===== src/rtl/reg_wb_arbiter_pkg.sv =====
// rtl/reg_wb_arbiter_pkg.sv - shared widths, FIFO depth default and write-back source encoding
package reg_wb_arbiter_pkg;

    localparam int REG_ADDR_WIDTH = 5;
    localparam int REG_DATA_WIDTH = 32;
    localparam int REG_NUMBER     = 32;
    localparam int WB_FIFO_DEPTH  = 4;

    typedef enum logic [1:0] {
        WB_SRC_NONE = 2'd0,
        WB_SRC_ALU  = 2'd1,
        WB_SRC_LSU  = 2'd2
    } wb_src_e;

endpackage


===== src/rtl/reg_wb_arbiter_if.sv =====
// rtl/reg_wb_arbiter_if.sv - execute/LSU/decode side bundle of the write-back arbiter
interface reg_wb_arbiter_if
    import reg_wb_arbiter_pkg::*;
#(
    parameter int ADDR_WIDTH = REG_ADDR_WIDTH,
    parameter int DATA_WIDTH = REG_DATA_WIDTH,
    parameter int REG_NUMBER = reg_wb_arbiter_pkg::REG_NUMBER
);
    logic                  i_AluWrEn;
    logic [ADDR_WIDTH-1:0] i_AluWrAddr;
    logic [DATA_WIDTH-1:0] i_AluWrData;
    logic                  i_LsuValid;
    logic                  o_LsuReady;
    logic [ADDR_WIDTH-1:0] i_LsuAddr;
    logic [DATA_WIDTH-1:0] i_LsuData;
    logic                  i_IssueEn;
    logic [ADDR_WIDTH-1:0] i_IssueRd;
    logic [ADDR_WIDTH-1:0] i_Rs1Addr;
    logic [ADDR_WIDTH-1:0] i_Rs2Addr;
    logic [ADDR_WIDTH-1:0] i_DecRd;
    logic                  o_Stall;
    logic                  o_RegWrEn;
    logic [ADDR_WIDTH-1:0] o_RegWrAddr;
    logic [DATA_WIDTH-1:0] o_RegWrData;
    logic [REG_NUMBER-1:0] o_BusyMask;

    modport slave (
        input  i_AluWrEn, i_AluWrAddr, i_AluWrData,
        input  i_LsuValid, i_LsuAddr, i_LsuData,
        input  i_IssueEn, i_IssueRd, i_Rs1Addr, i_Rs2Addr, i_DecRd,
        output o_LsuReady, o_Stall, o_RegWrEn, o_RegWrAddr, o_RegWrData, o_BusyMask
    );

    modport master (
        output i_AluWrEn, i_AluWrAddr, i_AluWrData,
        output i_LsuValid, i_LsuAddr, i_LsuData,
        output i_IssueEn, i_IssueRd, i_Rs1Addr, i_Rs2Addr, i_DecRd,
        input  o_LsuReady, o_Stall, o_RegWrEn, o_RegWrAddr, o_RegWrData, o_BusyMask
    );

endinterface


===== src/rtl/reg_wb_arbiter_fifo.sv =====
// rtl/reg_wb_arbiter_fifo.sv - wb_result_fifo: synchronous circular buffer for LSU results
module wb_result_fifo #(
    parameter int WIDTH = 37,
    parameter int DEPTH = 4
) (
    input  logic                     clk,
    input  logic                     reset,
    input  logic                     push,
    input  logic [WIDTH-1:0]         push_data,
    input  logic                     pop,
    output logic [WIDTH-1:0]         pop_data,
    output logic                     full,
    output logic                     empty,
    output logic [$clog2(DEPTH):0]   count
);
    localparam int PW = $clog2(DEPTH);
    localparam logic [PW-1:0] PTR_ONE  = PW'(1);
    localparam logic [PW:0]   CNT_ONE  = (PW+1)'(1);
    localparam logic [PW:0]   CNT_FULL = (PW+1)'(DEPTH);

    logic [WIDTH-1:0] mem [DEPTH];
    logic [PW-1:0]    wr_ptr;
    logic [PW-1:0]    rd_ptr;
    logic [PW:0]      count_q;
    logic             do_push;
    logic             do_pop;

    assign full     = (count_q == CNT_FULL);
    assign empty    = (count_q == '0);
    assign count    = count_q;
    assign do_push  = push && !full;
    assign do_pop   = pop && !empty;
    assign pop_data = mem[rd_ptr];

    // Power-of-two depth lets the pointers wrap by plain overflow.
    always_ff @(posedge clk) begin
        if (reset) begin
            wr_ptr  <= '0;
            rd_ptr  <= '0;
            count_q <= '0;
        end else begin
            if (do_push) wr_ptr <= wr_ptr + PTR_ONE;
            if (do_pop)  rd_ptr <= rd_ptr + PTR_ONE;
            case ({do_push, do_pop})
                2'b10:   count_q <= count_q + CNT_ONE;
                2'b01:   count_q <= count_q - CNT_ONE;
                default: count_q <= count_q;
            endcase
        end
    end

    always_ff @(posedge clk) begin
        if (do_push) mem[wr_ptr] <= push_data;
    end

endmodule


===== src/rtl/reg_wb_arbiter.sv =====
// rtl/reg_wb_arbiter.sv - merges ALU and buffered LSU results onto the single register-file write port
module reg_wb_arbiter
    import reg_wb_arbiter_pkg::*;
#(
    parameter int ADDR_WIDTH = REG_ADDR_WIDTH,
    parameter int DATA_WIDTH = REG_DATA_WIDTH,
    parameter int REG_NUMBER = reg_wb_arbiter_pkg::REG_NUMBER,
    parameter int FIFO_DEPTH = WB_FIFO_DEPTH
) (
    input  logic              clk,
    input  logic              reset,
    reg_wb_arbiter_if.slave   bus
);
    localparam int FW = ADDR_WIDTH + DATA_WIDTH;
    localparam logic [$clog2(FIFO_DEPTH):0] CNT_FULL = ($clog2(FIFO_DEPTH)+1)'(FIFO_DEPTH);

    logic [FW-1:0]                 head;
    logic [ADDR_WIDTH-1:0]         head_addr;
    logic [DATA_WIDTH-1:0]         head_data;
    logic                          fifo_full;
    logic                          fifo_empty;
    logic [$clog2(FIFO_DEPTH):0]   fifo_count;
    logic                          lsu_ready;
    logic                          push;
    logic                          pop;
    wb_src_e                       sel;
    logic                          nxt_en;
    logic [ADDR_WIDTH-1:0]         nxt_addr;
    logic [DATA_WIDTH-1:0]         nxt_data;
    logic                          wr_en_q;
    logic [ADDR_WIDTH-1:0]         wr_addr_q;
    logic [DATA_WIDTH-1:0]         wr_data_q;
    logic [REG_NUMBER-1:0]         busy_q;
    logic [REG_NUMBER-1:0]         busy_nxt;
    logic [REG_NUMBER-1:0]         busy_eff;

    assign head_addr = head[FW-1:DATA_WIDTH];
    assign head_data = head[DATA_WIDTH-1:0];
    assign lsu_ready = (fifo_count != CNT_FULL);
    assign push      = bus.i_LsuValid && lsu_ready;
    assign pop       = (sel == WB_SRC_LSU);

    wb_result_fifo #(
        .WIDTH (FW),
        .DEPTH (FIFO_DEPTH)
    ) u_fifo (
        .clk       (clk),
        .reset     (reset),
        .push      (push),
        .push_data ({bus.i_LsuAddr, bus.i_LsuData}),
        .pop       (pop),
        .pop_data  (head),
        .full      (fifo_full),
        .empty     (fifo_empty),
        .count     (fifo_count)
    );

    // ALU results cannot be held back, so they always win the port; x0 targets are consumed silently.
    always_comb begin
        sel      = WB_SRC_NONE;
        nxt_en   = 1'b0;
        nxt_addr = '0;
        nxt_data = '0;
        if (bus.i_AluWrEn) begin
            sel      = WB_SRC_ALU;
            nxt_en   = (bus.i_AluWrAddr != '0);
            nxt_addr = bus.i_AluWrAddr;
            nxt_data = bus.i_AluWrData;
        end else if (!fifo_empty) begin
            sel      = WB_SRC_LSU;
            nxt_en   = (head_addr != '0);
            nxt_addr = head_addr;
            nxt_data = head_data;
        end
    end

    // Clear before set so a same-cycle re-issue keeps the register pending.
    always_comb begin
        busy_nxt = busy_q;
        if (sel == WB_SRC_LSU) busy_nxt[head_addr] = 1'b0;
        if (bus.i_IssueEn && (bus.i_IssueRd != '0)) busy_nxt[bus.i_IssueRd] = 1'b1;
    end

    always_ff @(posedge clk) begin
        if (reset) begin
            wr_en_q   <= 1'b0;
            wr_addr_q <= '0;
            wr_data_q <= '0;
            busy_q    <= '0;
        end else begin
            wr_en_q   <= nxt_en;
            wr_addr_q <= nxt_addr;
            wr_data_q <= nxt_data;
            busy_q    <= busy_nxt;
        end
    end

    assign busy_eff = {busy_q[REG_NUMBER-1:1], 1'b0};

    assign bus.o_LsuReady  = lsu_ready;
    assign bus.o_Stall     = busy_eff[bus.i_Rs1Addr] | busy_eff[bus.i_Rs2Addr] |
                             busy_eff[bus.i_DecRd] | fifo_full;
    assign bus.o_RegWrEn   = wr_en_q;
    assign bus.o_RegWrAddr = wr_addr_q;
    assign bus.o_RegWrData = wr_data_q;
    assign bus.o_BusyMask  = busy_q;

endmodule


===== src/flat_wrapper.sv =====
// flat-port wrapper written by rule: the top's interface ports become plain ports
module reg_wb_arbiter_flat import reg_wb_arbiter_pkg::*;
#(
    parameter int ADDR_WIDTH = REG_ADDR_WIDTH,
    parameter int DATA_WIDTH = REG_DATA_WIDTH,
    parameter int REG_NUMBER = reg_wb_arbiter_pkg::REG_NUMBER,
    parameter int FIFO_DEPTH = WB_FIFO_DEPTH
)
  (clk, reset, bus_i_AluWrEn, bus_i_AluWrAddr, bus_i_AluWrData, bus_i_LsuValid, bus_i_LsuAddr, bus_i_LsuData, bus_i_IssueEn, bus_i_IssueRd, bus_i_Rs1Addr, bus_i_Rs2Addr, bus_i_DecRd, bus_o_LsuReady, bus_o_Stall, bus_o_RegWrEn, bus_o_RegWrAddr, bus_o_RegWrData, bus_o_BusyMask);
  reg_wb_arbiter_if #(.ADDR_WIDTH(ADDR_WIDTH), .DATA_WIDTH(DATA_WIDTH), .REG_NUMBER(REG_NUMBER)) bus_i ();
  input  logic clk;
  input  logic reset;
  input wire logic [$bits(bus_i.i_AluWrEn)-1:0] bus_i_AluWrEn;
  input wire logic [$bits(bus_i.i_AluWrAddr)-1:0] bus_i_AluWrAddr;
  input wire logic [$bits(bus_i.i_AluWrData)-1:0] bus_i_AluWrData;
  input wire logic [$bits(bus_i.i_LsuValid)-1:0] bus_i_LsuValid;
  input wire logic [$bits(bus_i.i_LsuAddr)-1:0] bus_i_LsuAddr;
  input wire logic [$bits(bus_i.i_LsuData)-1:0] bus_i_LsuData;
  input wire logic [$bits(bus_i.i_IssueEn)-1:0] bus_i_IssueEn;
  input wire logic [$bits(bus_i.i_IssueRd)-1:0] bus_i_IssueRd;
  input wire logic [$bits(bus_i.i_Rs1Addr)-1:0] bus_i_Rs1Addr;
  input wire logic [$bits(bus_i.i_Rs2Addr)-1:0] bus_i_Rs2Addr;
  input wire logic [$bits(bus_i.i_DecRd)-1:0] bus_i_DecRd;
  output wire logic [$bits(bus_i.o_LsuReady)-1:0] bus_o_LsuReady;
  output wire logic [$bits(bus_i.o_Stall)-1:0] bus_o_Stall;
  output wire logic [$bits(bus_i.o_RegWrEn)-1:0] bus_o_RegWrEn;
  output wire logic [$bits(bus_i.o_RegWrAddr)-1:0] bus_o_RegWrAddr;
  output wire logic [$bits(bus_i.o_RegWrData)-1:0] bus_o_RegWrData;
  output wire logic [$bits(bus_i.o_BusyMask)-1:0] bus_o_BusyMask;
  assign bus_i.i_AluWrEn = bus_i_AluWrEn;
  assign bus_i.i_AluWrAddr = bus_i_AluWrAddr;
  assign bus_i.i_AluWrData = bus_i_AluWrData;
  assign bus_i.i_LsuValid = bus_i_LsuValid;
  assign bus_i.i_LsuAddr = bus_i_LsuAddr;
  assign bus_i.i_LsuData = bus_i_LsuData;
  assign bus_i.i_IssueEn = bus_i_IssueEn;
  assign bus_i.i_IssueRd = bus_i_IssueRd;
  assign bus_i.i_Rs1Addr = bus_i_Rs1Addr;
  assign bus_i.i_Rs2Addr = bus_i_Rs2Addr;
  assign bus_i.i_DecRd = bus_i_DecRd;
  assign bus_o_LsuReady = bus_i.o_LsuReady;
  assign bus_o_Stall = bus_i.o_Stall;
  assign bus_o_RegWrEn = bus_i.o_RegWrEn;
  assign bus_o_RegWrAddr = bus_i.o_RegWrAddr;
  assign bus_o_RegWrData = bus_i.o_RegWrData;
  assign bus_o_BusyMask = bus_i.o_BusyMask;
  reg_wb_arbiter #(.ADDR_WIDTH(ADDR_WIDTH), .DATA_WIDTH(DATA_WIDTH), .REG_NUMBER(REG_NUMBER), .FIFO_DEPTH(FIFO_DEPTH)) u_core (.clk(clk), .reset(reset), .bus(bus_i));
endmodule

===== config.mk =====
export PLATFORM = sky130hd
export DESIGN_NAME = reg_wb_arbiter_flat
export DESIGN_NICKNAME = d
export VERILOG_FILES = /design/src/rtl/reg_wb_arbiter_pkg.sv /design/src/rtl/reg_wb_arbiter_if.sv /design/src/rtl/reg_wb_arbiter_fifo.sv /design/src/rtl/reg_wb_arbiter.sv /design/src/flat_wrapper.sv
export SDC_FILE = /design/constraint.sdc
export NUM_CORES = 1
export LEC_CHECK = 0
export BUFFER_PORTS_ARGS = -buffer_cell sky130_fd_sc_hd__buf_2
export CAP_MARGIN = 20
export CORE_MARGIN = 1
export CORE_UTILIZATION = 58
export CTS_BUF_LIST = sky130_fd_sc_hd__clkbuf_4
export CTS_CLUSTER_SIZE = 16
export DETAILED_ROUTE_END_ITERATION = 10
export PLACE_DENSITY_LB_ADDON = 0.2
export SYNTH_ARGS = -nofsm -noshare
export SYNTH_HDL_FRONTEND = slang
export SYNTH_HIERARCHICAL = 1
export SYNTH_SLANG_ARGS = --single-unit

===== constraint.sdc =====
create_clock -name clk -period 3.3 [get_ports clk]
set_input_delay 0.66 -clock clk [delete_from_list [all_inputs] [get_ports clk]]
set_output_delay 0.66 -clock clk [all_outputs]
set_load 0.02 [all_outputs]

==> summary.md <==
| Metric | Value |
|---|---|
| Post-CTS Setup Inserts | `0` |
| Hold buffer count at CTS | `0` |
| Worst-path maximum fanout | `5` |
| Outcome | `finished, final reports clean` |
| Io pins | `171` |
| Routed wire length | `21.6 mm` |
| CTS clk-pin slew, worst paths | `70 ps` |
| Post-Syn Instances | `639` |
| Power Dens Cells | `635 mW/mm^2` |
| Fmax | `324 MHz` |
| Fillers | `1107` |
| Drt pass-1 iters | `7` |
| Resized Gates After CTS | `0` |
| Tightest Pin Transition | `1120 ps` |
| Post-route minimum period | `3090 ps` |
| RSZ-0062 raised after global routing | `false` |
| Multi-input gate area | `0.00306 sq mm` |
| Clock Sinks | `227` |
| Post-Place Worst Slack | `246 ps` |
| CP required | `2640 ps` |
| Grt total ovfl | `0` |
| Mean number of vias per cell | `5.77` |
| Final setup TNS | `0 ps` |
| Input/output buffers | `170` |
| Rel. slew slack | `25.2%` |
| Clk_lat worst skew | `650 ps` |
| Arrival time worst endpoint | `2430 ps` |
| R2r setup slk | `840 ps` |
| CP endpoint kind | `primary output` |
| Sequential area share after synthesis | `64.3%` |
| Cell variety after synth | `49` |
| Final GP Congestion | `0.886` |
| Core area | `0.0158 sq mm` |
| N_diodes | `0` |
| Commonest register cell after synthesis | `edfxtp_1` |
| Syn nets | `744` |
| Initial antenna violation count | `0` |
| Worst vdd ir | `0.453 mV` |
| Starting Density | `59.2%` |
| Syn Area/Cell | `14.7 sq um` |
| Final setup violation count | `0` |
| Worst hold-check path type | `in -> reg` |
| DIE AREA | `0.0167 sq mm` |
| Synth Register Bits | `227` |
| Routed length per instance | `19.5 um` |
| Startpoint type of the worst setup path | `flip-flop` |
| Final #Nets | `949` |
| Largest net degree at the start of global routing | `44` |
| Skew final | `58.8 ps` |
| Async SR Flop Fraction | `0%` |
| H-tree levels | `2` |
| Num rows | `46` |
| Final period utilization | `93.6%` |
| Die height | `129 um` |
| ANT nets after route | `0` |
| Mapped cell area | `0.00937 sq mm` |
| Slew Limit Fails | `0` |
| Crit path kind | `reg -> out` |
| Worst Slack Setup Final | `210 ps` |
| Vias | `6381` |
| CTS Root Cell | `clkbuf_4` |
| TritonCTS Buffers | `56` |
| DP HPWL | `15.0 mm` |
| First-pass GRT wire length | `33.3 mm` |
| Vias in the first global route | `6316` |
| CTS max path bufs | `3` |
| Warnings, synthesis | `6` |
| Final hold vios | `0` |
| Drt drc | `0` |
| Layout cells sized above 1 | `38.0%` |
| Reg area | `0.00603 sq mm` |
| CTS tree | `yes` |
| Area growth syn-to-layout | `18.7%` |
| Max Cap Viol | `0` |
| Die width | `129 um` |
| EDFF count, synth | `148` |
| DRT iter0 DRCs | `573` |
| GRT Resource Usage Total | `26.6%` |
| Leak | `4.25 nW` |
-- cell usage in the layout, fill, tap and decap left out, types with 3 or more instances in the layout --
| cell | n |
|---|---|
| buf_2 | 170 |
| edfxtp_1 | 148 |
| clkbuf_4 | 88 |
| dfxtp_1 | 77 |
| nor2_1 | 53 |
| nand2_1 | 41 |
| a21oi_1 | 41 |
| mux4_2 | 40 |
| o21ai_0 | 35 |
| a22oi_1 | 32 |
| buf_4 | 16 |
| mux2i_1 | 12 |
| clkinv_1 | 11 |
| inv_1 | 11 |
| mux4_1 | 11 |
| nor3b_1 | 11 |
| mux2_2 | 7 |
| nor2b_1 | 7 |
| nand2b_1 | 6 |
| nand3b_1 | 6 |
| a2111oi_0 | 5 |
| ha_1 | 5 |
| nand3_1 | 4 |
| or3_1 | 4 |
| and2_2 | 4 |
| a221oi_1 | 3 |
| nor4_1 | 3 |
| nor4b_1 | 3 |
| and3_1 | 3 |
| xor2_1 | 3 |
-- cells by family (layout without fill, tap and decap cells) --
group | count (synthesis) | after routing | share of synthesized area [%]
DFF | 227 | 227 | 64.3
xor gates and xnor gates | 3 | 3 | 0.280
and+or+nand+nor | 157 | 157 | 8.37
AOI/OAI and AO/OA | 125 | 125 | 8.21
muxes | 70 | 70 | 14.8
buffers and inverters | 51 | 302 | 3.14
adders and majority gates | 6 | 6 | 0.881
-- worst paths after layout --
kind                                                            from                                    to  depth (start not counted)
worst max-delay path            u_core/bus.o_BusyMask[10]$_SDFF_PP0_                           bus_o_Stall                          5
worst min-delay path                                bus_i_LsuAddr[2]    u_core/u_fifo/mem[0][34]$_DFFE_PP_                          1
worst max register to register                             flip-flop  u_core/bus.o_BusyMask[19]$_SDFF_PP0_                          4
worst min register to register   u_core/bus.o_BusyMask[0]$_SDFF_PP0_   u_core/bus.o_BusyMask[0]$_SDFF_PP0_                          1
-- critical path, stage by stage (launching register included) --
cell and delay [ps]:
dfxtp_1 360, mux4_2 480, o2111a_1 250, a2111oi_2 370
nand4_1 130, buf_2 180
-- Yosys cell counts, types with 6 or more instances --
| library cell | count | share of area [%] |
|---|---|---|
| a21oi_1 | 41 | 2.2 |
| a22oi_1 | 32 | 2.6 |
| buf_2 | 6 | 0.32 |
| clkbuf_1 | 19 | 0.76 |
| dfxtp_1 | 79 | 17 |
| edfxtp_1 | 148 | 47 |
| inv_1 | 11 | 0.44 |
| mux2_2 | 7 | 0.84 |
| mux2i_1 | 12 | 1.3 |
| mux4_1 | 11 | 3.1 |
| mux4_2 | 40 | 9.6 |
| nand2_1 | 41 | 1.6 |
| nand2b_1 | 6 | 0.40 |
| nand3b_1 | 6 | 0.48 |
| nor2_1 | 54 | 2.2 |
| nor2b_1 | 7 | 0.47 |
| nor3b_1 | 11 | 0.88 |
| o21ai_0 | 35 | 1.9 |
-- layout make-up --
class                      count  area share, %
multi-input combinational    361           27.5
clock inverter                16          0.607
timing repair buffer         187           8.91
sequential                   227           54.2
tap                          216           2.43
inverter                      11          0.371
clock buffer                  88           5.94
-- power by group --
group	leakage, nW	internal (W)	switching (W)	total [W]
Sequential	2.00	0.00332	0.000120	0.00344
Clock	0.443	0.00121	0.00105	0.00227
Combinational	1.80	0.000552	0.000803	0.00135
-- per-stage QoR --
| stage | area [sq um] | power (W) | std cells | hold slack (ps) | utilization [%] |
|---|---|---|---|---|---|
| finish | 11100 | 0.00706 | 1106 | 221 | 70.3 |
| global route | 11100 | 0.00741 | 1106 | 171 | 70.3 |
| CTS | 11100 | 0.00714 | 1106 | 159 | 70.3 |
| detailed placement | 10400 | 0.00486 | 1002 | 465 | 65.7 |
| global placement | 10400 | 0.00479 | 1002 | 465 | 65.7 |
| floorplan | 9370 | 0.00442 | 639 | 459 | - |
-- state kept, by name, summed over array words and instances, names as in the netlist, named ones only --
signal and count:
u_core/bus.o_RegWrEn 1, u_core/u_fifo/rd_ptr 2, u_core/bus.o_RegWrAddr 5, u_core/bus.o_BusyMask 32, u_core/u_fifo/wr_ptr 2, u_core/bus.o_RegWrData 32, u_core/u_fifo/mem 148, u_core/u_fifo/count 3
-- per-layer routing --
| metal | track usage (%) | share of wire, % | routed length [um] |
|---|---|---|---|
| met1 | 34.5 | 41 | 8770 |
| met2 | 45.1 | 51 | 10900 |
| met5 | 0 | 0 | 0 |
| met3 | 5.20 | 7.2 | 1570 |
| met4 | 9.00 | 1.5 | 323 |
No activity file was read; power rests on OpenSTA's default activity.
